===== config.mk =====
export PLATFORM = sky130hd
export DESIGN_NAME = display_scan_ctrl
export DESIGN_NICKNAME = d
export VERILOG_FILES = /design/src/rtl/display_scan_ctrl.sv
export SDC_FILE = /design/constraint.sdc
export NUM_CORES = 1
export LEC_CHECK = 0
export BUFFER_PORTS_ARGS = -buffer_cell sky130_fd_sc_hd__buf_2
export CAP_MARGIN = 10
export CORE_ASPECT_RATIO = 1.25
export CORE_MARGIN = 2
export CORE_UTILIZATION = 37
export CTS_BUF_LIST = sky130_fd_sc_hd__clkbuf_8
export CTS_CLUSTER_DIAMETER = 40
export DETAILED_ROUTE_END_ITERATION = 8
export MAX_ROUTING_LAYER = met4
export PLACE_DENSITY = 0.67
export SKIP_LAST_GASP = 1
export SYNTH_ARGS = -nofsm -noshare
export SYNTH_HDL_FRONTEND = slang
export SYNTH_SLANG_ARGS = --single-unit

===== constraint.sdc =====
create_clock -name clk -period 2.8 [get_ports clk]
set_input_delay 0.14 -clock clk [delete_from_list [all_inputs] [get_ports clk]]
set_output_delay 0.14 -clock clk [all_outputs]
set_load 0.01 [all_outputs]

===== src/rtl/display_scan_ctrl.sv =====
// rtl/display_scan_ctrl.sv - 8-digit 7-segment scan controller with frame-synchronous value commit
module display_scan_ctrl #(
  parameter int PRESCALE = 100000
) (
  input  logic        clk,
  input  logic        reset_n,
  input  logic        load,
  input  logic [31:0] value,
  input  logic [7:0]  blank_mask,
  input  logic        lz_en,
  output logic        busy,
  output logic        ack,
  output logic [2:0]  contador,
  output logic [31:0] digitos,
  output logic [7:0]  anodo
);

  localparam int PW = $clog2(PRESCALE) + 1;
  localparam logic [PW-1:0] PRESC_MAX = PW'(PRESCALE - 1);

  logic [PW-1:0] presc_q, presc_d;
  logic [2:0]    contador_q, contador_d;
  logic [31:0]   digitos_q, digitos_d;
  logic [31:0]   hold_q, hold_d;
  logic          busy_q, busy_d;
  logic          ack_q, ack_d;
  logic [7:0]    anodo_q, anodo_d;

  logic          tick;
  logic          boundary;
  logic          zero_run;
  logic [7:0]    upper_zero;
  logic          blanked;

  always_comb begin
    tick       = (presc_q == PRESC_MAX);
    presc_d    = tick ? '0 : presc_q + PW'(1);
    contador_d = tick ? contador_q + 3'd1 : contador_q;
    boundary   = tick && (contador_q == 3'd7);

    digitos_d = digitos_q;
    hold_d    = hold_q;
    busy_d    = busy_q;
    ack_d     = 1'b0;

    // A load landing on the boundary bypasses hold so the newest value wins.
    if (boundary && load) begin
      digitos_d = value;
      ack_d     = 1'b1;
      busy_d    = 1'b0;
    end else if (boundary && busy_q) begin
      digitos_d = hold_q;
      ack_d     = 1'b1;
      busy_d    = 1'b0;
    end else if (load) begin
      hold_d = value;
      busy_d = 1'b1;
    end

    // upper_zero[k]: digits k..7 of the next shadow value are all zero.
    zero_run   = 1'b1;
    upper_zero = '0;
    for (int k = 7; k >= 0; k--) begin
      zero_run      = zero_run & (digitos_d[4*k +: 4] == 4'd0);
      upper_zero[k] = zero_run;
    end

    blanked = blank_mask[contador_d] |
              (lz_en & (contador_d != 3'd0) & upper_zero[contador_d]);
    anodo_d = blanked ? 8'hFF : ~(8'b1 << contador_d);
  end

  always_ff @(posedge clk or negedge reset_n) begin
    if (!reset_n) begin
      presc_q    <= '0;
      contador_q <= 3'd0;
      digitos_q  <= 32'd0;
      hold_q     <= 32'd0;
      busy_q     <= 1'b0;
      ack_q      <= 1'b0;
      anodo_q    <= 8'hFF;
    end else begin
      presc_q    <= presc_d;
      contador_q <= contador_d;
      digitos_q  <= digitos_d;
      hold_q     <= hold_d;
      busy_q     <= busy_d;
      ack_q      <= ack_d;
      anodo_q    <= anodo_d;
    end
  end

  assign busy     = busy_q;
  assign ack      = ack_q;
  assign contador = contador_q;
  assign digitos  = digitos_q;
  assign anodo    = anodo_q;

endmodule


==> Word-level counts from Yosys, hierarchy flattened <==
Cells that the tools add are included.
{ "totals": {"reg_bits": 95, "out_inout_bits": 45, "word_cells": 54} }
{ "op_classes": {"add_sub_neg": 2, "magnitude_cmp": 1, "n_eq_ne": 2, "n_shift": 1, "muxes": 14, "n_bitwise": 13, "n_reduce_logical": 14} }
{ "op_table": {"columns": ["cell", "n"], "rows": [
  ["32-bit 2-to-1 mux", 2],
  ["4-bit zero test", 8],
  ["18-bit by 1-bit adder with 18-bit output, second input constant", 1],
  ["18-bit by 17-bit == test with 1-bit output, second input constant", 1],
  ["18-bit 2-to-1 mux", 1],
  ["1-bit bitwise AND", 9],
  ["8-bit 2-to-1 mux", 1],
  ["8-bit inverter", 1],
  ["1-bit by 3-bit left shift with 8-bit output, first input constant", 1],
  ["1-bit 2-to-1 mux", 7],
  ["1-bit binary-select mux with 3-bit select", 2],
  ["3-bit nonzero test", 2],
  ["3-bit by 4-bit less-than comparator with 1-bit output, second input constant", 1],
  ["3-bit by 1-bit adder with 3-bit output, second input constant", 1],
  ["3-bit == test, second input constant", 1],
  ["1-bit logical AND", 3],
  ["3-bit 2-to-1 mux", 1],
  ["3-bit AND reduction", 1],
  ["1-bit inverter", 2],
  ["1-bit OR", 1]
]} }

==> Longest topological paths before layout <==
Gate-level depths: netlist of run 1.
{ "depth": {"ltp_word": 18, "ltp_mapped": 13} }

==> Least setup slack after synthesis of run 1 <==
No wires, ideal clock.
{ "synth_path": {"path_type": "reg-to-reg", "start": "reg presc_q[12]", "end": "reg anodo_q[3], in the netlist anodo[3]", "setup_ps": 94, "arrival_ps": 2987, "required_ps": 2706, "slack_ps": -281, "stages_incl_launch_ff": 11, "synth_period_minus_slack_ps": 3081, "path_cell_list": "dfrtp_1 or3_1 or4_4 or3_1 buf_2 buf_2 a21oi_2 nor4_1 o2111ai_2 nor3_1 or4_1"} }
{ "synth_between": {"elab_cells_between_ends": 33, "cone_classes": "eq/ne: 1; shift: 1; mux: 8; bitwise: 11; reduce/logical: 12"} }
{ "synth_lines": {"columns": ["element", "line_no", "source"], "rows": [
  ["start: declaration", "21", "logic [PW-1:0] presc_q, presc_d;"],
  ["start signal: assignment", "83", "presc_q <= presc_d;"],
  ["18-bit by 17-bit == test with 1-bit output *", "36", "tick = (presc_q == PRESC_MAX);"],
  ["1-bit logical AND *", "39", "boundary = tick && (contador_q == 3'd7);"],
  ["1-bit logical AND", "51", "end else if (boundary && busy_q) begin"],
  ["32-bit 2-to-1 mux", "51", null],
  ["32-bit 2-to-1 mux *", "47", "if (boundary && load) begin"],
  ["net digitos_d[16]", "23", "logic [31:0] digitos_q, digitos_d;"],
  ["4-bit zero test *", "64", "zero_run = zero_run & (digitos_d[4*k +: 4] == 4'd0);"],
  ["1-bit bitwise AND *", "64", null],
  ["1-bit bitwise AND (4 in a row)", "64", null],
  ["1-bit binary-select mux with 3-bit select *", "69", "(lz_en & (contador_d != 3'd0) & upper_zero[contador_d]);"],
  ["1-bit 2-to-1 mux (not written as such) *", "69", null],
  ["1-bit bitwise AND *", "69", null],
  ["1-bit OR *", "68", "blanked = blank_mask[contador_d] |"],
  ["8-bit 2-to-1 mux *", "70", "anodo_d = blanked ? 8'hFF : ~(8'b1 << contador_d);"],
  ["net anodo_d[3]", "27", "logic [7:0] anodo_q, anodo_d;"],
  ["end signal: assignment", "89", "anodo_q <= anodo_d;"],
  ["end: declaration", "27", null]
]} }
The timed path passes the listed nets; every way through them passes the cells marked *. The select of a mux whose other input is x is not followed.
A chain may end at the register's enable or synchronous reset.

==> Worst setup path after layout of run 1 <==
{ "layout_path": {"start": "reg presc_q[17]", "end": "reg anodo_q[1], in the netlist anodo[1]"} }
{ "layout_between": {"elab_cells_between_ends": 33, "cone_classes": "eq/ne: 1; shift: 1; mux: 8; bitwise: 11; reduce/logical: 12"} }
{ "layout_lines": {"columns": ["element", "line_no"], "rows": [
  ["18-bit by 17-bit == test with 1-bit output *", "36"],
  ["1-bit logical AND *", "39"],
  ["1-bit logical AND", "51"],
  ["32-bit 2-to-1 mux", "51"],
  ["32-bit 2-to-1 mux *", "47"],
  ["net digitos_d[3]", "23"],
  ["4-bit zero test *", "64"],
  ["1-bit bitwise AND *", "64"],
  ["1-bit binary-select mux with 3-bit select *", "69"],
  ["1-bit 2-to-1 mux (not written as such) *", "69"],
  ["1-bit bitwise AND *", "69"],
  ["1-bit OR *", "68"],
  ["8-bit 2-to-1 mux *", "70"],
  ["net anodo_d[1]", "27"]
]} }
Marks and branches as above.

==> metrics.cfg, run 1 <==
[drt]
vias=3379
drc=0
drtIter0Drc=145
antenna_left=0
drt_pass1_iterations=5
routed_wirelength_mm=10.86
routed_via_density=5.135
wire_per_inst_um=16.50

[finish]
nets=565
fin_area_um2=5987
drive_above_1_share_pct=50.29
instances_no_fill=658
area_growth_pct=40.45
n_fill_cell=965
final_util_pct=53.50
regArea_um2=2387
diodes=0
multi_input_area_um2=2087

[timing]
period_minus_slack_ns=3.256
rsz0062_at_grt=true
hold_viol=0
period_share_pct=116.3
worstMarginPinSlew_ns=0.7458
finalWorstSetupSlack_ns=-0.4559
skew_ns=0.01095
hold-worst-slack_ns=0.01699
max_slew_margin_pct=50.16
fmax_ghz=0.3071
slew_violations=0
final-setup-viol-count=7
final.setup.tns_ns=-2.721

[synth]
synth_fp_nets=403
synth_top_area_share_pct=51.07
yosysWarnings=0
syn_inst=356
ys_seq_elements=95
synth_area_um2=4263
yosys-top-cells-area=dfrtp_1 51%, mux2_2 9.0%, mux2i_1 8.2%
ys_types=45
seq_area_frac_synth_pct=56.00
synth_top_area_cell=dfrtp_1
avgSynthCellArea_um2=11.97

[floorplan]
placementRows=43
core_area_um2=11190
io-pin-count=89
die_h_um=124.0
die_area_um2=12400
die_x_um=100.0
start_util_pct=38.09

[placed_design]
port-buffer-count=88
placed_cells=620
place_ws_ns=-0.6113
hpwl_mm=7.476
place_area_um2=5290
gp_congestion=0.8589

[global_route]
grtUsageTotal_pct=18.40
antenna_found_initial=0
grt_pass1_wl_mm=16.91
gr-total-overflow=0
grt_start_max_net_pins=90
grt_pass1_vias=3401

[worst_setup_path]
endpoint_kind=flop
cp.arrival_ns=3.55
cp-start-kind=flop
crit_required_ns=3.09
critical_path.top_delay_family=simple AND/OR/NAND/NOR gates
slowest_stage=or4_4
critical_path_class=reg2reg
crit_path_frequent_cell=buf_6
crit_path_cell_trace=or3_1 -> or4_4 -> buf_6 -> nor3_4 -> buf_6 -> buf_16 -> mux2i_1 -> a21oi_2 -> o41ai_2 -> nand3_4 -> nand4b_1 -> o21ai_1
crit_fanout=7
slowest_delay_ns=0.53
cp.buffers_inverters=3

[power]
cellLeakagePower_nw=2.557
powerDensity_nw_per_um2=398.3
fin_total_pwr_mw=2.385
peakVddDrop_mv=0.2579

[min_path]
hold_path_class=in2reg

[status]
violations=negative setup slack
status=finished with violations

[cts]
cts-buffers-inserted=9
cts_root_buffer=clkbuf_8
cts_tree=done
numClockSinks=95
clock_path_buffers=2
path_clk_slew_ns=0.09
htreeDepth=3
insertion_delay_ns=0.37

[run]
drv_cap=0

==> worst register-to-register path: stages (launching register included) <==
cell and delay (ns):
dfrtp_1 0.38, or3_1 0.39, or4_4 0.53, buf_6 0.14
nor3_4 0.14, buf_6 0.14, buf_16 0.13, mux2i_1 0.24
a21oi_2 0.12, o41ai_2 0.49, nand3_4 0.12, nand4b_1 0.20
o21ai_1 0.17
==> timing repair <==
item | in CTS | in global routing
hold buffers | 8 | 1
endpoints found under the setup margin | 39 | 23
pin swaps | 5 | 15
endpoints found under the hold margin | 8 | 38
gates cloned | 2 | 1
resized for setup | 20 | 34
buffers inserted | 6 | 5
==> flip-flops by register name, indices dropped and copies added, names as in the netlist <==
signal and cells:
digitos 32, hold_q 32, presc_q 18, anodo 8, contador 3, ack 1, busy 1
==> synthesized netlist by cell type, drive strengths merged <==
library cell  instances
nor3                  6
nand3b                1
nor2b                 1
and4                  2
nand2                14
xor2                  8
ha                    3
nor2                 45
xnor2                 8
and2                  3
inv                   2
nand4b                2
clkbuf                6
o2111ai               2
o311a                 1
mux2i                35
a31o                  1
nor4                  8
a211oi                1
dfrtp                87
dfstp                 8
o21ai                 4
or4                   3
or2                   1
nand3                 6
a21boi                1
a311o                 1
nand2b                5
buf                  10
a21oi                35
or4b                  2
o41ai                 1
nand4                 5
and3                  1
or3                   3
mux2                 34
==> layer usage <==
layer	vias up	wire, um	global-route usage (%)
met3	23	462	3.535
met2	94	5632	32.01
li1	1586	-	-
met4	0	334	7.534
met1	1676	4428	20.94
met5	-	0	-
==> cells by family (layout without fill, tap and decap cells) <==
kind of cell | after synthesis | after routing | share of synthesized area [%]
flops | 95 | 95 | 56.00
mux | 69 | 69 | 17.20
buf+inv | 18 | 184 | 3.023
xor+xnor | 16 | 16 | 3.287
simple gates | 108 | 108 | 13.06
compound gates | 47 | 48 | 6.545
fa+ha+maj | 3 | 3 | 0.8806
==> cell type report <==
class	instances	share of cell area [%]
tap	135	2.821
timing repair buffer	166	19.67
multi-input combinational	244	34.86
clock buffer	9	2.069
sequential	95	39.87
clock inverter	7	0.5852
inverter	2	0.1254
==> final timing paths <==
kind	from	end	slack, ns	cells past startpoint
min in group asynchronous	reset_n	contador[0]	0.30	2
hold / removal	value[9]	hold_q[9]	0.02	2
setup reg to reg	presc_q[17]	anodo[1]	-0.46	12
max in group asynchronous	reset_n	digitos[31]	1.88	3
setup / recovery	presc_q[17]	anodo[1]	-0.46	12
hold reg to reg	hold_q[16]	hold_q[16]	0.51	1
==> placed cells by master, fill, tap and decap left out, types with 6 or more instances in the layout <==
cell and n:
dfrtp_1 87, buf_2 87, buf_4 58, nor2_1 45
mux2_2 34, mux2i_1 26, a21oi_2 16, a21oi_1 16
nand2_1 13, clkbuf_8 9, dlygate4sd3_1 9, xor2_1 8
xnor2_1 8, dfstp_2 8, mux2i_4 6
==> where the power goes <==
part | internal (mW) | switching [mW]
registers | 1.42 | 0.0272
clock network | 0.310 | 0.472
logic | 0.0835 | 0.0727
(Power assumes the default switching activity.)
==> inputs of run 2 (changes only) <==
Settings changed: MAX_ROUTING_LAYER met4 to default.
==> run 2 against run 1 <==
  * The run still ends with negative setup slack left
  * Total power about the same
  * Flip-flop and latch count stayed put
  * Critical path depth unchanged
  * Non-clock buffer count is the same
  * Maximum frequency shrank 0.29%
  * Sequential share of layout area stayed put
  * Worst setup slack worse by 0.0095 ns
  * Via count up 0.18%
  * Critical path type unchanged
  * Largest power group unchanged
==> metrics.cfg, run 2 (synthesis results as in run 1) <==
[cts]
cts-buffers-inserted=9
clock_path_buffers=2
cts_tree=done
cts_root_buffer=clkbuf_8
htreeDepth=3
numClockSinks=95
insertion_delay_ns=0.37
path_clk_slew_ns=0.09

[timing]
hold-worst-slack_ns=0.01960
fmax_ghz=0.3062
skew_ns=0.01144
hold_viol=0
period_minus_slack_ns=3.265
final.setup.tns_ns=-2.744
finalWorstSetupSlack_ns=-0.4653
final-setup-viol-count=7
worstMarginPinSlew_ns=0.7367
period_share_pct=116.6
rsz0062_at_grt=true
max_slew_margin_pct=50.77
slew_violations=0

[min_path]
holdPathEnd=hold_q[10]
hold_path_class=in2reg
hold_depth=2
hold_start=value[10]

[drt]
wire_per_inst_um=16.44
vias=3385
routed_via_density=5.144
drtIter0Drc=190
drt_pass1_iterations=4
drc=0
routed_wirelength_mm=10.82
antenna_left=0

[placed_design]
hpwl_mm=7.476
port-buffer-count=88
placed_cells=620
place_area_um2=5290
gp_congestion=0.8456
place_ws_ns=-0.6113

[worst_setup_path]
r2r.worst_path.cells=12
r2r_start=presc_q[17]
endpoint_kind=flop
cp-start-kind=flop
r2r_slack_ns=-0.47
reg2reg_to=anodo[1]
cp.arrival_ns=3.56
crit_fanout=7
setup.worst_path.start=presc_q[17]
crit_required_ns=3.09
critical_path_class=reg2reg

[finish]
drive_above_1_share_pct=50.29
final_cell_mix=87 x dfrtp_1, 87 x buf_2, 58 x buf_4
diodes=0
instances_no_fill=658
area_growth_pct=40.45
final_util_pct=53.50
fin_area_um2=5987
nets=565

[floorplan]
io-pin-count=89
placementRows=43
start_util_pct=38.09
die_x_um=100.0
die_h_um=124.0
core_area_um2=11190
die_area_um2=12400

[power]
cellLeakagePower_nw=2.557
peakVddDrop_mv=0.2578
fin_total_pwr_mw=2.383
powerDensity_nw_per_um2=398.1

[global_route]
grt_start_max_net_pins=90
grt_pass1_wl_mm=16.88
antenna_found_initial=0
grt_pass1_vias=3401
grtUsageTotal_pct=17.87
gr-total-overflow=0

[status]
status=finished with violations
violations=negative setup slack

[run]
drv_cap=0

[run 2: cell counts in the layout (fill, tap and decap cells not counted)]
Identical to the previous run, type by type.
[run 2: worst max-delay path by stage]
stage               depth (start not counted)  slack (ns)        to
finish                                     12       -0.47  anodo[1]
global placement                           12       -0.52  anodo[1]
detailed placement                         12       -0.61  anodo[3]
floorplan                                  10       -0.13  anodo[2]
global route                               12       -0.61  anodo[1]
CTS                                        13       -0.46  anodo[1]
[run 2: area by class of cell]
type                    instances  area (um2)
clock buffers                   9       123.9
clock inverters                 7       35.03
fillers                       965        5204
inverters                       2       7.507
multi-input cells             244        2087
flip-flops and latches         95        2387
well taps                     135       168.9
repair buffers                166        1177
[run 2: timing repair]
item                                    CTS  global route
hold buffers                              8             1
pin swaps                                 5            15
setup buffers                             6             5
endpoints found under the setup margin   39            23
gates resized for setup                  20            34
gates cloned                              2             1
hold endpoints to repair                  8            36
[run 2: routing by layer]
metal  track usage [%]  wire length [um]  share of wire, %
met1             20.90              4468                41
met2             32.01              5609                52
met3             3.535               407               3.8
met4             7.534               333               3.1
met5                 0                 0                 0
[run 2: power breakdown]
part,leakage (nW),internal (mW),switching [mW]
clock network,0.0911,0.310,0.471
registers,1.04,1.42,0.0272
logic,1.43,0.0835,0.0727
total,2.56,1.81,0.571
[run 2: critical path, stage by stage, from the launching register on]
cell and delay [ns]:
dfrtp_1 0.38, or3_1 0.39, or4_4 0.53, buf_6 0.14, nor3_4 0.14, buf_6 0.14, buf_16 0.13, mux2i_1 0.24
a21oi_2 0.12, o41ai_2 0.50, nand3_4 0.12, nand4b_1 0.20, o21ai_1 0.17
==> inputs of run 3 (changes only) <==
Settings changed: CORE_ASPECT_RATIO 1.25 to 1.75, CTS_CLUSTER_DIAMETER 40 to 30, PLACE_DENSITY 0.67 to default.
==> run 3 against run 2 <==
  * The flow still finishes with violations (negative setup slack)
  * Clock skew grew 0.0022 ns
  * Register-to-register slack gained 0.05 ns
  * Maximum frequency grew 1.5%
  * Combinational power is essentially flat
  * Largest cell class unchanged
==> metrics.cfg, run 3 (synthesis results as in run 1) <==
[placed_design]
placed_cells=620
port-buffer-count=88
place_area_um2=5346
gp_congestion=0.7733
hpwl_mm=8.086

[worst_setup_path]
cp.arrival_ns=3.52
cp.buffers_inverters=3
crit_cells=12
r2r.worst_path.cells=12
crit_path_cell_trace=or3_4 -> or4_4 -> buf_6 -> nor3_4 -> buf_12 -> buf_4 -> mux2i_1 -> a21oi_2 -> nor4_4 -> o2111ai_4 -> nor3_2 -> or4b_1
critical_path_class=reg2reg
slowest_stage=or4_4
crit_fanout=6
endpoint_kind=flop
slowest_delay_ns=0.53
cp-start-kind=flop
critical_path.top_delay_family=simple AND/OR/NAND/NOR gates
crit_required_ns=3.10

[cts]
clock_path_buffers=2
htreeDepth=3
cts_root_buffer=clkbuf_8
path_clk_slew_ns=0.10
numClockSinks=95
cts_tree=done
insertion_delay_ns=0.38
cts-buffers-inserted=9

[status]
violations=negative setup slack
status=finished with violations

[min_path]
hold_depth=2
hold_path_class=in2reg

[timing]
worstMarginPinSlew_ns=0.8233
final.setup.tns_ns=-2.474
finalWorstSetupSlack_ns=-0.4173
hold_viol=0
skew_ns=0.01363
period_minus_slack_ns=3.217
final-setup-viol-count=7
fmax_ghz=0.3108
hold-worst-slack_ns=0.01213
period_share_pct=114.9
max_slew_margin_pct=45.11
rsz0062_at_grt=true
slew_violations=0

[drt]
drt_pass1_iterations=4
drtIter0Drc=118
antenna_left=0
routed_wirelength_mm=11.07
routed_via_density=5.006
vias=3264
drc=0
wire_per_inst_um=16.98

[floorplan]
core_area_um2=11170
die_h_um=146.0
placementRows=51
start_util_pct=38.17
io-pin-count=89
die_x_um=85.14
die_area_um2=12430

[finish]
nets=562
fin_area_um2=5853
area_growth_pct=37.31
drive_above_1_share_pct=48.85
final_cell_mix=87 x dfrtp_1, 87 x buf_2, 58 x buf_4
instances_no_fill=652
diodes=0
final_util_pct=52.41

[global_route]
grt_start_max_net_pins=64
grt_pass1_vias=3494
grtUsageTotal_pct=18.59
grt_pass1_wl_mm=17.96
gr-total-overflow=0
antenna_found_initial=0

[run]
drv_cap=0

[power]
powerDensity_nw_per_um2=450.2
cellLeakagePower_nw=2.458
peakVddDrop_mv=0.3174

==> run 3: cell type report <==
class	instances	area, um2
multi-input combinational	244	1942
sequential	95	2387
tap	132	165.2
clock buffer	9	123.9
inverter	2	7.507
timing repair buffer	163	1125
clock inverter	7	102.6
fill	1006	5314
==> run 3: path summary, 6_finish.rpt <==
path	startpoint	to	slack, ns
setup / recovery	presc_q[17]	anodo[2]	-0.42
hold / removal	value[6]	hold_q[6]	0.01
setup reg to reg	presc_q[17]	anodo[2]	-0.42
hold reg to reg	hold_q[30]	hold_q[30]	0.51
max in group asynchronous	reset_n	anodo[4]	1.64
min in group asynchronous	reset_n	presc_q[1]	0.38
==> run 3: through the flow <==
stage	setup WS, ns	power, mW
final	-0.4173	2.635
after global routing	-0.5820	2.734
after CTS	-0.4616	2.658
after detailed placement	-0.5833	1.616
after global placement	-0.5314	1.607
after floorplan	-0.1341	1.524
==> run 3: repair_timing <==
| item | 4_1_cts | 5_1_grt |
|---|---|---|
| hold buffers | 8 | 0 |
| endpoints found under the setup margin | 39 | 9 |
| pin swaps | 9 | 12 |
| buffers inserted | 6 | 2 |
| gates cloned | 1 | 0 |
| gates resized for setup | 18 | 7 |
| hold endpoints to repair | 65 | 0 |
==> run 3: where the power goes <==
part	leakage (nW)	internal, mW	switching, mW
registers	1.04	1.42	0.0233
logic	1.31	0.0808	0.0742
clock network	0.111	0.514	0.524
==> run 3: layer usage <==
layer  wire, um  global-route usage (%)  part of all wire [%]  up-vias
met2       6028                   32.81                    54       62
met5          0                       0                     0        -
met4        262                   7.857                   2.4        0
li1           -                       -                     -     1578
met3        343                   2.893                   3.1       18
met1       4436                   21.99                    40     1606
